$ cat src/rtl/mem_pkg.sv
// Shared definitions for the memory arbiter: owner-tag encoding of the
// read in flight and the default starvation limit for the fetch port.
package mem_pkg;

   // Which port issued the read whose data arrives next cycle.
   typedef enum logic [1:0] {
      OWN_NONE = 2'b00,
      OWN_IF   = 2'b01,
      OWN_D    = 2'b10
   } owner_t;

   // Consecutive denied fetch cycles before fetch is forced through.
   localparam int STARVE_MAX_DEF = 3;

endpackage : mem_pkg

$ cat src/rtl/mem_arbiter.sv
// Two-port arbiter in front of a single-port synchronous memory.
// The data port normally wins, but a fetch denied STARVE_MAX cycles in a
// row is forced through. Read data comes back one cycle after the grant
// and is steered to the port recorded in the owner tag.
//
// Handshake: a requester raises req with addr/we/wdata and holds them
// stable until it sees its gnt high; the request is accepted in that
// cycle. Read data returns with rvalid=1 exactly one cycle after the grant.
module mem_arbiter
   import mem_pkg::*;
#(
   parameter int DATA_W     = 16,
   parameter int ADDR_W     = 16,
   parameter int STARVE_MAX = STARVE_MAX_DEF
) (
   input  logic              clock,
   input  logic              reset,
   input  logic              if_req,
   input  logic [ADDR_W-1:0] if_addr,
   output logic              if_gnt,
   output logic              if_rvalid,
   output logic [DATA_W-1:0] if_rdata,
   input  logic              d_req,
   input  logic              d_we,
   input  logic [ADDR_W-1:0] d_addr,
   input  logic [DATA_W-1:0] d_wdata,
   output logic              d_gnt,
   output logic              d_rvalid,
   output logic [DATA_W-1:0] d_rdata,
   output logic [ADDR_W-1:0] Address,
   output logic [DATA_W-1:0] DataIn,
   output logic              MemWrite,
   input  logic [DATA_W-1:0] MemVal
);

   // At least two bits so the counter can always represent STARVE_MAX.
   localparam int CNT_W = ($clog2(STARVE_MAX + 1) < 2) ? 2 : $clog2(STARVE_MAX + 1);

   logic [CNT_W-1:0]  starve_cnt;
   owner_t            owner;
   logic [ADDR_W-1:0] addr_q;
   logic [DATA_W-1:0] wdata_q;
   logic [DATA_W-1:0] if_rdata_q;
   logic [DATA_W-1:0] d_rdata_q;
   logic              starved;

   assign starved = (starve_cnt == CNT_W'(STARVE_MAX));

   // Grant decision: data wins ties unless fetch has starved; nothing is
   // granted while reset is high so the memory cannot be written.
   always_comb begin
      if_gnt = 1'b0;
      d_gnt  = 1'b0;
      if (!reset) begin
         if (d_req && !(if_req && starved)) begin
            d_gnt = 1'b1;
         end else if (if_req) begin
            if_gnt = 1'b1;
         end
      end
   end

   // Memory-side drive: granted port's address, otherwise the last one.
   always_comb begin
      MemWrite = d_gnt & d_we;
      if (d_gnt) begin
         Address = d_addr;
      end else if (if_gnt) begin
         Address = if_addr;
      end else begin
         Address = addr_q;
      end
      DataIn = MemWrite ? d_wdata : wdata_q;
   end

   // Return path: live memory data on the owning port, held value otherwise.
   always_comb begin
      if_rvalid = (owner == OWN_IF);
      d_rvalid  = (owner == OWN_D);
      if_rdata  = if_rvalid ? MemVal : if_rdata_q;
      d_rdata   = d_rvalid  ? MemVal : d_rdata_q;
   end

   // Starvation counter: counts denied fetch cycles, saturating at the limit.
   always_ff @(posedge clock or posedge reset) begin
      if (reset) begin
         starve_cnt <= '0;
      end else if (!if_req || if_gnt) begin
         starve_cnt <= '0;
      end else if (!starved) begin
         starve_cnt <= starve_cnt + CNT_W'(1);
      end
   end

   // Owner tag of the read in flight; stores and idle cycles leave none.
   always_ff @(posedge clock or posedge reset) begin
      if (reset) begin
         owner <= OWN_NONE;
      end else if (if_gnt) begin
         owner <= OWN_IF;
      end else if (d_gnt && !d_we) begin
         owner <= OWN_D;
      end else begin
         owner <= OWN_NONE;
      end
   end

   // Hold registers so address, write data and read data stay put when idle.
   always_ff @(posedge clock or posedge reset) begin
      if (reset) begin
         addr_q     <= '0;
         wdata_q    <= '0;
         if_rdata_q <= '0;
         d_rdata_q  <= '0;
      end else begin
         addr_q     <= Address;
         wdata_q    <= DataIn;
         if_rdata_q <= if_rdata;
         d_rdata_q  <= d_rdata;
      end
   end

endmodule : mem_arbiter

$ cat config.mk
export PLATFORM = sky130hd
export DESIGN_NAME = mem_arbiter
export DESIGN_NICKNAME = d
export VERILOG_FILES = /design/src/rtl/mem_pkg.sv /design/src/rtl/mem_arbiter.sv
export SDC_FILE = /design/constraint.sdc
export NUM_CORES = 1
export LEC_CHECK = 0
export CAP_MARGIN = 20
export CORE_MARGIN = 5
export CORE_UTILIZATION = 44
export DETAILED_ROUTE_END_ITERATION = 10
export HOLD_SLACK_MARGIN = 0.12
export MAX_ROUTING_LAYER = met4
export PLACE_DENSITY_LB_ADDON = 0.08
export SYNTH_ARGS = -nofsm -noshare
export SYNTH_HDL_FRONTEND = slang
export SYNTH_SLANG_ARGS = --single-unit
$ cat constraint.sdc
create_clock -name clock -period 5.5 [get_ports clock]
set_input_delay 0.825 -clock clock [delete_from_list [all_inputs] [get_ports clock]]
set_output_delay 0.825 -clock clock [all_outputs]
set_load 0.05 [all_outputs]
# After elaboration in Yosys (flattened, before gate mapping)
# Cells that the tools add are included.
[word_totals] elab_cells=33 out_inout_bits=69 register_bits=68
[op_classes] n_eq_ne=4 bitwise=1 reduce_logical=7 n_mux=14 addsub=1
[op_table] operator="16-bit 2-to-1 mux" count=5
[op_table] operator="2-bit 2-to-1 mux" count=4
[op_table] operator="1-bit 2-to-1 mux" count=5
[op_table] operator="2-bit == test (second input constant)" count=2
[op_table] operator="1-bit logical AND" count=3
[op_table] operator="1-bit logical NOT" count=3
[op_table] operator="2-bit by 1-bit adder with 2-bit output (second input constant)" count=1
[op_table] operator="2-bit by 1-bit == test with 1-bit output (second input constant)" count=1
[op_table] operator="2-bit by 1-bit inequality test with 1-bit output (second input constant)" count=1
[op_table] operator="1-bit bitwise AND" count=1
[op_table] operator="1-bit logical OR" count=1

# Depth between registers and ports, before layout
[depth] ltp_word=9 ltp_mapped=6 depth_no_buf=4

# Worst setup path before layout
# OpenSTA, ideal clock, no wires.
[synth_path] path_kind="input-to-output" start="input d_req" end="output Address[0]" t_arrival_ns=2.368 cell_stages=5 path_slack_ns=2.307 cell_sequence="and2b_1 clkbuf_1 clkbuf_1 nor3_1 o2bb2ai_1"
[synth_between] elab_chain_cells=5 elab_cells_between_ends=7 cone_classes="6 x mux; 1 x reduce/logical"
[synth_lines] item="from (decl)" line_no="mem_arbiter.sv:23" source="input logic d_req,"
[synth_lines] item="1-bit logical AND (*)" line_no="mem_arbiter.sv:55" source="if (d_req && !(if_req && starved)) begin"
[synth_lines] item="1-bit 2-to-1 mux" line_no="mem_arbiter.sv:55"
[synth_lines] item="1-bit 2-to-1 mux" line_no="mem_arbiter.sv:54" source="if (!reset) begin"
[synth_lines] item="16-bit 2-to-1 mux" line_no="mem_arbiter.sv:68" source="end else if (if_gnt) begin"
[synth_lines] item="16-bit 2-to-1 mux (*)" line_no="mem_arbiter.sv:66" source="if (d_gnt) begin"
[synth_lines] item="to (decl)" line_no="mem_arbiter.sv:30" source="output logic [ADDR_W-1:0] Address,"
# Every way passes the cells marked *; elsewhere a longest branch is shown, timed or not.

# Final worst setup path
[layout_path] start="input reset" end="output Address[12]"
[layout_between] elab_chain_cells=3 elab_cells_between_ends=4 cone_classes="4 x mux"
[layout_lines] item="from (decl)" line_no="mem_arbiter.sv:17" source="input logic reset,"
[layout_lines] item="1-bit 2-to-1 mux" line_no="mem_arbiter.sv:54"
[layout_lines] item="16-bit 2-to-1 mux" line_no="mem_arbiter.sv:68"
[layout_lines] item="16-bit 2-to-1 mux (*)" line_no="mem_arbiter.sv:66"
# Marks and branches as above.

==> summary.txt <==
PwrDens = 415 mW/mm²
final instance area = 0.00449 mm²
Die Y = 90.4 µm
Worst Setup Start Kind = primary input
worst slew pin tran = 0.827 ns
outcome = finished, final reports clean
Final TNS setup = 0 ns
Psw = 0.702 mW
Core Area = 0.00631 mm²
RSZ-0062 raised after global routing = false
Post-CTS Setup Bufs = 0
site row count = 29
Initial Util = 45.1%
Clock Sinks = 68
Starting DRT DRC Count = 46
Peak VDD IR = 0.272 mV
distinct cell type count after synthesis = 21
setup violators final = 0
total die area = 0.00817 mm²
fin crit share = 77.7%
via count = 2152
Comb power frac = 41.4%
post-cts sizing count = 0
headroom to the max-slew limit = 44.9%
H-tree Lvls = 3
Diodes inserted = 0
Post-Synth Adder-Cell Area = 0.440%
die width = 90.4 µm
Syn Area/Cell = 14.2 µm²
worst slack, placed = 1.21 ns
DRC violation count after routing = 0
final hold vios = 0
Mapped Nets = 271
WP data required = 4.68 ns
flops & latches, synth = 68
Syn-to-layout area delta = 57.8%
post-synthesis mux area share = 20.6%
Cells on Worst Hold Path = 1
gr ovfl total = 0
Routed WL per cell = 17.8 µm
gr usage total = 18.7%
Slew Viols, Final = 0
Root Driver = clkbuf_8
largest net degree at the start of global routing = 38
Worst EP arrival = 3.45 ns
Hold WS = 0.495 ns
fin crit period = 4.27 ns
DP HPWL = 5560 µm
initial antenna violation count = 0
RePlAce Congestion = 0.776
clk buf depth = 2
Layout Nets = 408
largest fanout on the critical path = 17
Skew-Pair Late Insertion Delay = 0.33 ns
Internal = 1.16 mW
Reg2Reg Depth = 5
IO Count = 138
worst hold path type = flop to flop
Placed Area = 0.00425 mm²
sequential share of power = 33.1%
Max Freq = 234 MHz
yosys warns = 0
LEAKAGE = 1.82 nW
most frequent cells in the layout = clkdlybuf4s50_1, dfrtp_1, mux2_2
Hold-fix buffers, CTS = 0
share of cells above drive strength 1 = 21.6%
Synth Area in Simple Gates = 6.11%
Clk pwr share = 25.5%
first-pass GRT wire length = 11800 µm
post-synthesis xor/xnor area fraction = 0.308%
crit path kind = primary input to output port
Crit. End Element = output port
Reg clk slew, reported paths = 0.07 ns
vias in the first global route = 2318
Total Wirelength = 7470 µm
sequential cell area fraction in the yosys report = 59.8%
# fillers = 470
Worst Skew = 0.00672 ns
DRT Pass-1 Iters = 4
Post-DRT Antenna Nets = 0
PortBufs = 137
largest family of logic cells by synthesized area = multiplexers
commonest non-fill, non-tap cell in the layout = clkdlybuf4s50_1
Max-Cap Viols = 0
Post-Syn Area = 0.00285 mm²
Net Sw Frac = 37.7%
final worst slack = 1.23 ns
Cells after Synth = 201
CTS tree = yes
post-synthesis compound-gate area fraction = 8.97%
total CTS buffers = 9
via/cell ratio = 5.12
power by group through the flow:
stage	sequential [mW]	clock [mW]	combinational (mW)
after global placement	0.622	0	0.769
after floorplan	0.619	0	0.517
after CTS	0.618	0.488	0.779
after global routing	0.626	0.510	0.802
final	0.617	0.475	0.771
after detailed placement	0.628	0	0.777
cell usage after synthesis (all sizes together):
library cell   n  area [µm²]
nor3b          1        18.8
nor2b          4        25.0
nor3          17        85.1
mux2          49         586
nand2b         3        18.8
o2bb2ai       16         140
ha             1        12.5
clkbuf         9        33.8
and2           1        8.76
xnor2          1        8.76
and2b          1        7.51
a22oi          2        15.0
inv            3        11.3
o22ai         16         100
nor2           2        10.0
dfrtp         68        1700
buf            7        62.6
stage by stage:
| step | cells | utilization [%] | power, mW |
|---|---|---|---|
| after detailed placement | 404 | 67.4 | 1.40 |
| final | 420 | 71.1 | 1.86 |
| after floorplan | 201 | - | 1.14 |
| after CTS | 420 | 71.1 | 1.88 |
| after global routing | 420 | 71.1 | 1.94 |
| after global placement | 404 | 67.4 | 1.39 |
metal layers:
layer | vias to the layer above | wire length, µm | track usage [%]
met5 | - | 0 | -
met4 | 0 | 176 | 8.68
met3 | 14 | 530 | 5.42
met2 | 94 | 3560 | 29.5
met1 | 1037 | 3200 | 22.1
li1 | 1007 | - | -
logic make-up after synthesis:
logic type               after synthesis
AO/OA/AOI/OAI                         34
XOR/XNOR                               1
adder cells (fa/ha/maj)                1
buffers and inverters                 19
flip-flops                            68
multiplexers                          49
AND/OR/NAND/NOR                       29
critical path: stages:
cell	delay [ns]
clkdlybuf4s50_1	0.50
nand2b_1	0.38
nor2_2	0.66
o2bb2ai_1	0.22
clkdlybuf4s50_1	0.85
state kept, by name, indices dropped and copies added, names as in the netlist:
name	flops
starve_cnt	2
d_rdata_q	16
if_rdata_q	16
owner	2
wdata_q	16
addr_q	16
final cells by class:
cell class                      count  area (µm²)  area share, %
Multi-Input combinational cell    114        1040           23.1
Clock inverter                      5        83.8           1.87
Sequential cell                    68        1700           37.9
Clock buffer                       11         151           3.37
Tap cell                           77        96.3           2.15
Timing Repair Buffer              142        1410           31.4
Inverter                            3        11.3          0.251
path summary, 6_finish.rpt:
check | from | slack, ns | to
worst max-delay path | reset | 1.23 | Address[12]
worst min-delay path | wdata_q[8] | 0.50 | wdata_q[8]
worst max register to register | starve_cnt[0] | 3.58 | wdata_q[0]
worst min register to register | wdata_q[8] | 0.50 | wdata_q[8]
max in group asynchronous | reset | 3.54 | d_rdata_q[1]
min in group asynchronous | reset | 1.04 | addr_q[0]
Power figures use the tool's default switching activity.
